File: src/rtl/des_pkg.sv
// Shared types, constants and key-order helper for the iterative DES round controller.
package des_pkg;

    localparam int NUM_ROUNDS = 16;
    localparam int SUBKEY_W   = 48;
    localparam int RIDX_W     = 4;

    typedef enum logic [1:0] {
        IDLE  = 2'd0,
        LOAD  = 2'd1,
        ROUND = 2'd2,
        DONE  = 2'd3
    } state_t;

    // Decryption walks the key schedule backwards: K16 first, K1 last.
    function automatic logic [RIDX_W-1:0] subkey_idx(input logic mode,
                                                     input logic [RIDX_W-1:0] ridx);
        return mode ? (RIDX_W'(NUM_ROUNDS - 1) - ridx) : ridx;
    endfunction

endpackage

File: src/rtl/des_subkey_mux.sv
// Combinational 16:1 x 48-bit subkey selector; K1 sits in the most significant slice of subkeys.
module des_subkey_mux
    import des_pkg::*;
(
    input  logic [NUM_ROUNDS*SUBKEY_W-1:0] subkeys,
    input  logic [RIDX_W-1:0]              index,
    output logic [SUBKEY_W-1:0]            round_key
);

    logic [SUBKEY_W-1:0] key_arr [NUM_ROUNDS];

    genvar gi;
    generate
        for (gi = 0; gi < NUM_ROUNDS; gi++) begin : g_unpack
            assign key_arr[gi] = subkeys[(NUM_ROUNDS-1-gi)*SUBKEY_W +: SUBKEY_W];
        end
    endgenerate

    assign round_key = key_arr[index];

endmodule

File: src/rtl/des_round_ctrl.sv
// Round sequencer for a one-round-per-cycle DES datapath: IDLE -> LOAD -> 16 x ROUND -> DONE.
// Optional abort ports are built when DES_ABORT_EN is defined.
module des_round_ctrl
    import des_pkg::*;
(
    input  logic                           clk,
    input  logic                           rst,
    input  logic                           in_valid,
    output logic                           in_ready,
    input  logic                           in_decrypt,
    input  logic [NUM_ROUNDS*SUBKEY_W-1:0] subkeys,
    output logic [SUBKEY_W-1:0]            round_key,
    output logic [RIDX_W-1:0]              round_idx,
    output logic                           dp_load,
    output logic                           dp_round_en,
    output logic                           dp_final,
    output logic                           out_valid,
    input  logic                           out_ready,
`ifdef DES_ABORT_EN
    input  logic                           abort,
    output logic                           abort_ack,
`endif
    output logic                           busy
);

    state_t            state_q, state_d;
    logic              mode_q, mode_d;
    logic [RIDX_W-1:0] cnt_q, cnt_d;
    logic              in_ready_q, in_ready_d;
    logic              dp_load_q, dp_load_d;
    logic              dp_round_en_q, dp_round_en_d;
    logic              dp_final_q, dp_final_d;
    logic              busy_q, busy_d;
    logic              abort_ack_q, abort_ack_d;
    logic              abort_hit;

`ifdef DES_ABORT_EN
    assign abort_hit = abort && (state_q != IDLE);
    assign abort_ack = abort_ack_q;
`else
    assign abort_hit = 1'b0;
`endif

    always_comb begin
        state_d = state_q;
        mode_d  = mode_q;
        case (state_q)
            IDLE: begin
                if (in_valid) begin
                    state_d = LOAD;
                    mode_d  = in_decrypt;
                end
            end
            LOAD:  state_d = ROUND;
            ROUND: begin
                if (cnt_q == RIDX_W'(NUM_ROUNDS - 1)) begin
                    state_d = DONE;
                end
            end
            DONE: begin
                if (out_ready) begin
                    state_d = IDLE;
                end
            end
            default: state_d = IDLE;
        endcase
        if (abort_hit) begin
            state_d = IDLE;
        end

        // Counter is zero entering ROUND and whenever the block is not mid-round.
        cnt_d = (state_q == ROUND && state_d == ROUND) ? cnt_q + RIDX_W'(1) : '0;

        // Strobes are decoded from the next state so they are registered with it.
        in_ready_d    = (state_d == IDLE);
        busy_d        = (state_d != IDLE);
        dp_load_d     = (state_d == LOAD);
        dp_round_en_d = (state_d == ROUND);
        dp_final_d    = (state_d == DONE);
        abort_ack_d   = abort_hit;
    end

    always_ff @(posedge clk) begin
        if (rst) begin
            state_q       <= IDLE;
            mode_q        <= 1'b0;
            cnt_q         <= '0;
            in_ready_q    <= 1'b1;
            busy_q        <= 1'b0;
            dp_load_q     <= 1'b0;
            dp_round_en_q <= 1'b0;
            dp_final_q    <= 1'b0;
            abort_ack_q   <= 1'b0;
        end else begin
            state_q       <= state_d;
            mode_q        <= mode_d;
            cnt_q         <= cnt_d;
            in_ready_q    <= in_ready_d;
            busy_q        <= busy_d;
            dp_load_q     <= dp_load_d;
            dp_round_en_q <= dp_round_en_d;
            dp_final_q    <= dp_final_d;
            abort_ack_q   <= abort_ack_d;
        end
    end

    assign in_ready    = in_ready_q;
    assign busy        = busy_q;
    assign dp_load     = dp_load_q;
    assign dp_round_en = dp_round_en_q;
    assign dp_final    = dp_final_q;
    assign out_valid   = dp_final_q;
    assign round_idx   = cnt_q;

    des_subkey_mux u_mux (
        .subkeys   (subkeys),
        .index     (subkey_idx(mode_q, cnt_q)),
        .round_key (round_key)
    );

endmodule
File: config.mk
export PLATFORM = sky130hd
export DESIGN_NAME = des_round_ctrl
export DESIGN_NICKNAME = d
export VERILOG_FILES = /design/src/rtl/des_pkg.sv /design/src/rtl/des_subkey_mux.sv /design/src/rtl/des_round_ctrl.sv
export SDC_FILE = /design/constraint.sdc
export NUM_CORES = 1
export LEC_CHECK = 0
export ABC_AREA = 1
export CORE_AREA = 5 5 325 327
export CTS_CLUSTER_DIAMETER = 100
export CTS_CLUSTER_SIZE = 10
export DETAILED_ROUTE_END_ITERATION = 10
export DIE_AREA = 0 0 330 332
export DONT_BUFFER_PORTS = 1
export PLACE_DENSITY = 0.3
export REMOVE_ABC_BUFFERS = 1
export SKIP_CTS_REPAIR_TIMING = 1
export SYNTH_ARGS = -nofsm -noshare
export SYNTH_HDL_FRONTEND = slang
export SYNTH_HIERARCHICAL = 1
export SYNTH_SLANG_ARGS = --single-unit
File: constraint.sdc
create_clock -name clk -period 2.5 [get_ports clk]
set_clock_uncertainty 0.2 [all_clocks]
set_input_delay 0.5 -clock clk [delete_from_list [all_inputs] [get_ports clk]]
set_output_delay 0.5 -clock clk [all_outputs]
set_load 0.01 [all_outputs]
## After elaboration in Yosys (flattened, before gate mapping)

Cells that the tools add are included.

- Bits of input ports: 773
- Bits in registers: 12
- Word-level logic and storage cells: 34
- Output and inout port bits: 58

- Mux-type cells: 8
- Magnitude comparators: 1
- Equal/unequal tests: 7
- Reduce and logical (&&, ||, !) cells: 6
- Add/subtract/negate cells: 2
- Bitwise logic cells: 2

Operators by type and width:

| kind | number |
|---|---|
| 48-bit binary-select mux with 4-bit select | 1 |
| 48-bit two-way mux | 2 |
| 2-bit == test, second input constant | 4 |
| 2-bit one-hot mux with 4 select lines | 1 |
| 2-bit two-way mux | 3 |
| 5-bit >= comparator, second input constant | 1 |
| 4-bit inverter with 5-bit output | 1 |
| 4-bit by 1-bit adder with 4-bit output, second input constant | 1 |
| 2-bit by 1-bit == test with 1-bit output, second input constant | 2 |
| 4-bit == test, second input constant | 1 |
| 2-bit zero test | 2 |
| 4-bit two-way mux | 1 |
| 4-bit subtractor, first input constant | 1 |
| 2-bit AND reduction | 1 |
| 2-bit nonzero test | 1 |
| 2-bit OR reduction | 1 |
| 1-bit logical AND | 1 |
| 1-bit inverter | 1 |

## Longest topological paths before layout

- Depth in word-level cells: 7
- Gate-level depth with buffers: 12

## Hierarchy

Netlist, hierarchy kept.

By module, submodules not included:

| module | seq. area each (sq um) | area each (sq um) | cells each | instances |
|---|---|---|---|---|
| des_subkey_mux | 0.0 | 9768.1 | 2322 | 1 |
| des_round_ctrl | 240.2 | 491.7 | 62 | 1 |

## Worst setup path after synthesis

No wires, ideal clock.

- Path type: reg-to-output
- From: register cnt_q[0] (netlist: round_idx[0])
- To: output round_key[23]
- Path buffers: 3
- Arrival: 1.465 ns
- Cell stages (with the launch flop): 11
- Slack: 0.335 ns
- Cell sequence: dfxtp_1 -> xor2_1 -> buf_6 -> inv_4 -> buf_4 -> buf_4 -> nand2_1 -> nand3_1 -> nand3_1 -> nand3_1 -> nand2_1

- Word-level cells in the longest chain between the ends: 6

Ends and longest elaborated chain:

| what | line | RTL |
|---|---|---|
| start, declared | des_round_ctrl.sv:28 | `logic [RIDX_W-1:0] cnt_q, cnt_d;` |
| start signal, assigned | des_round_ctrl.sv:97 | `cnt_q <= cnt_d;` |
| 4-bit subtractor | des_pkg.sv:18 | `return mode ? (RIDX_W'(NUM_ROUNDS - 1) - ridx) : ridx;` |
| 4-bit two-way mux (*) | des_pkg.sv:18 |  |
| 4-bit inverter with 5-bit output (not written as such) (*) | des_subkey_mux.sv:19 | `assign round_key = key_arr[index];` |
| 48-bit binary-select mux with 4-bit select (*) | des_subkey_mux.sv:19 |  |
| 48-bit two-way mux (not written as such) (*) (2 in series) | des_subkey_mux.sv:19 |  |
| end, declared | des_round_ctrl.sv:12 | `output logic [SUBKEY_W-1:0] round_key,` |

Every way passes the cells marked *; elsewhere a longest branch is shown, timed or not. The select of a mux whose other input is x is not followed.

## Final worst setup path

- From: register mode_q
- To: output round_key[5]

- Word-level cells in the longest chain between the ends: 5

Ends and longest elaborated chain:

| what | line | RTL |
|---|---|---|
| start, declared | des_round_ctrl.sv:27 | `logic mode_q, mode_d;` |
| start signal, assigned | des_round_ctrl.sv:96 | `mode_q <= mode_d;` |
| 4-bit two-way mux | des_pkg.sv:18 |  |
| 4-bit inverter with 5-bit output (not written as such) | des_subkey_mux.sv:19 |  |
| 48-bit binary-select mux with 4-bit select | des_subkey_mux.sv:19 |  |
| 48-bit two-way mux (not written as such) (2 in series) | des_subkey_mux.sv:19 |  |

No other way between the ends. The select of a mux whose other input is x is not followed.

==> results_dict.tcl <==
set metrics [dict create \
    setup_slack_ns -0.266 \
    viasPerCell 3.77 \
    finalSetupViolations 48 \
    start_util_pct 10.0 \
    syn_area_um2 10300 \
    dp_slack_ns -0.294 \
    wl_met2_um 35000 \
    fillers 12415 \
    multi_input_area_um2 7500 \
    slew-limit-headroom_pct 80.4 \
    htreeDepth 1 \
    cp-startpoint "mode_q$_SDFFE_PP0P_" \
    tns_ns -9.16 \
    yosysUniqueCellTypes 20 \
    drtPass1Iterations 5 \
    nNetsFinal 3182 \
    ys_seq_elements 12 \
    grt_pass1_vias 14342 \
    routed.top_layer "met5" \
    syn_avg_cell_area_um2 4.30 \
    num_rows 118 \
    drive_above_1_share_pct 13.8 \
    cp_max_fo 9 \
    status "finished with violations" \
    portBuffers 0 \
    grt_pass1_wl_um 91200 \
    cap_violations 0 \
    antenna_found_initial 11 \
    holdWs_ns 0.126 \
    p_leak_nw 8.37 \
    period_needed_ns 2.77 \
    p_per_area_nw_per_um2 433 \
    wl_met1_um 30100 \
    drt-wirelength-per-cell_um 18.7 \
    cts_root_buf "clkbuf_16" \
    coreArea_um2 103000 \
    gp_congestion 0.890 \
    ir_drop_v 0.000274 \
    layout_common_cells "nand2_1 (950), inv_1 (586), nand3_1 (516)" \
    area_growth_pct 37.3 \
    crit_path_start_kind "flip-flop" \
    end_kind "primary output" \
    ios 831 \
    reg2reg_to "busy$_SDFF_PP0_" \
    final_common_cell "nand2_1" \
    crit_end "round_key[5]" \
    antenna_left 0 \
    grt-ovfl-total 0 \
    yosysSeqAreaShare_pct 2.34 \
    cts_tree "built" \
    vias 14311 \
    die_height_um 332 \
    worst_pin_slew_ns 0.294 \
    reg2regPathDepth 8 \
    wl_met3_um 4170 \
    required_ns 1.80 \
    remaining_drc_errors 0 \
    track_usage_pct 10.9 \
    seq_area_um2 246 \
    violations "setup timing" \
    path_clk_slew_ns 0.04 \
    clock_insertion_delay_worst_skew_ns 0.24 \
    postSynthCellCount 2384 \
    hold_viol_final 0 \
    drv_slew 0 \
    dieArea_um2 110000 \
    die_w_um 330 \
    timing.final.crit_share_pct 111 \
    timing.fmax_ghz 0.361 \
    place_hpwl_um 55700 \
    grt_start_max_net_pins 70 \
    r2r_setup_slack_ns 0.99 \
    cts_buffers 3 \
    hold_class "in2reg" \
    postRouteWirelength_um 71000 \
    regToRegStartpoint "round_idx[0]$_SDFF_PP0_" \
    drt_iter0_drc 605 \
    rsz0062_at_grt "true" \
    criticalPathCategory "reg2out" \
    worstPathArrival_ns 2.07 \
    cts_max_path_buffers 2 \
    clkSinkCount 12 \
    ys_warn_count 6 \
]
-- cell families (layout without fill, tap and decap cells) --
group                      count (synthesis)  count (layout)  share of synthesized area, %
other                                      0               6                             0
and+or+nand+nor                         1612            1612                          66.2
adders and majority gates                  1               1                         0.122
buffers and inverters                    751             774                          30.8
AOI/OAI and AO/OA                          3               3                         0.146
xor gates and xnor gates                   5               5                         0.427
DFF                                       12              12                          2.34
-- cell usage after synthesis (all sizes together) --
| master | count | share of area, % |
|---|---|---|
| xnor2 | 1 | 0.085 |
| a21oi | 2 | 0.098 |
| nand2 | 1021 | 37 |
| buf | 143 | 8.5 |
| nand3 | 581 | 28 |
| o21ai | 1 | 0.049 |
| clkbuf | 17 | 0.62 |
| nor2 | 4 | 0.15 |
| ha | 1 | 0.12 |
| inv | 591 | 22 |
| nor3 | 4 | 0.20 |
| nand4 | 2 | 0.12 |
| dfxtp | 12 | 2.3 |
| xor2 | 4 | 0.34 |
-- state kept, by name, summed over array words and instances (netlist names) --
register / cells
round_idx: 4
state_q: 2
busy: 1
dp_final: 1
dp_load: 1
dp_round_en: 1
in_ready: 1
mode_q: 1
-- per-stage QoR --
| step | total power [mW] | util [%] | instance area (um^2) | instances |
|---|---|---|---|---|
| finish | 6.10 | 13.7 | 14100 | 3793 |
| global route | 6.71 | 13.7 | 14100 | 3790 |
| floorplan | 3.10 | - | 9330 | 2224 |
| global placement | 5.12 | 12.5 | 12800 | 3761 |
| detailed placement | 5.09 | 12.5 | 12800 | 3761 |
| CTS | 5.44 | 12.6 | 12900 | 3765 |
-- per-layer routing --
| layer | up-vias | track usage [%] |
|---|---|---|
| met5 | - | 0 |
| li1 | 7079 | - |
| met3 | 62 | 1.93 |
| met1 | 6581 | 13.3 |
| met4 | 4 | 2.71 |
| met2 | 585 | 19.7 |
-- worst min path at each step --
stage / startpoint / to / slack [ns] / depth (start not counted)
after CTS: rst / dp_load$_SDFF_PP0_ / 0.12 / 1
after global routing: rst / dp_load$_SDFF_PP0_ / 0.12 / 1
after floorplan: mode_q$_SDFFE_PP0P_ / mode_q$_SDFFE_PP0P_ / 0.30 / 2
after global placement: rst / dp_load$_SDFF_PP0_ / 0.38 / 1
after detailed placement: rst / dp_load$_SDFF_PP0_ / 0.38 / 1
final: rst / dp_load$_SDFF_PP0_ / 0.13 / 1
-- layout make-up --
class,count,area share (%)
tap,1380,12.3
timing repair inverter,1,0.0799
inverter,591,16.0
sequential,12,1.75
timing repair buffer,178,15.9
multi-input combinational,1621,53.2
clock buffer,4,0.630
antenna,6,0.107
-- power breakdown --
| part | total (mW) | internal, mW | switching, mW |
|---|---|---|---|
| combinational | 5.54 | 2.11 | 3.43 |
| sequential | 0.238 | 0.210 | 0.0277 |
| clock | 0.326 | 0.242 | 0.0846 |
| total | 6.10 | 2.56 | 3.54 |
-- worst max-delay path: stages, from the launching register on --
cell,delay (ns)
dfxtp_4,0.41
xor2_4,0.24
buf_12,0.19
clkinv_16,0.10
buf_12,0.17
buf_6,0.13
buf_12,0.13
nand2_2,0.05
nand2_1,0.05
nand2_1,0.07
nand3_2,0.11
nand3_2,0.09
nand2_2,0.08
Power figures use the tool's default switching activity.
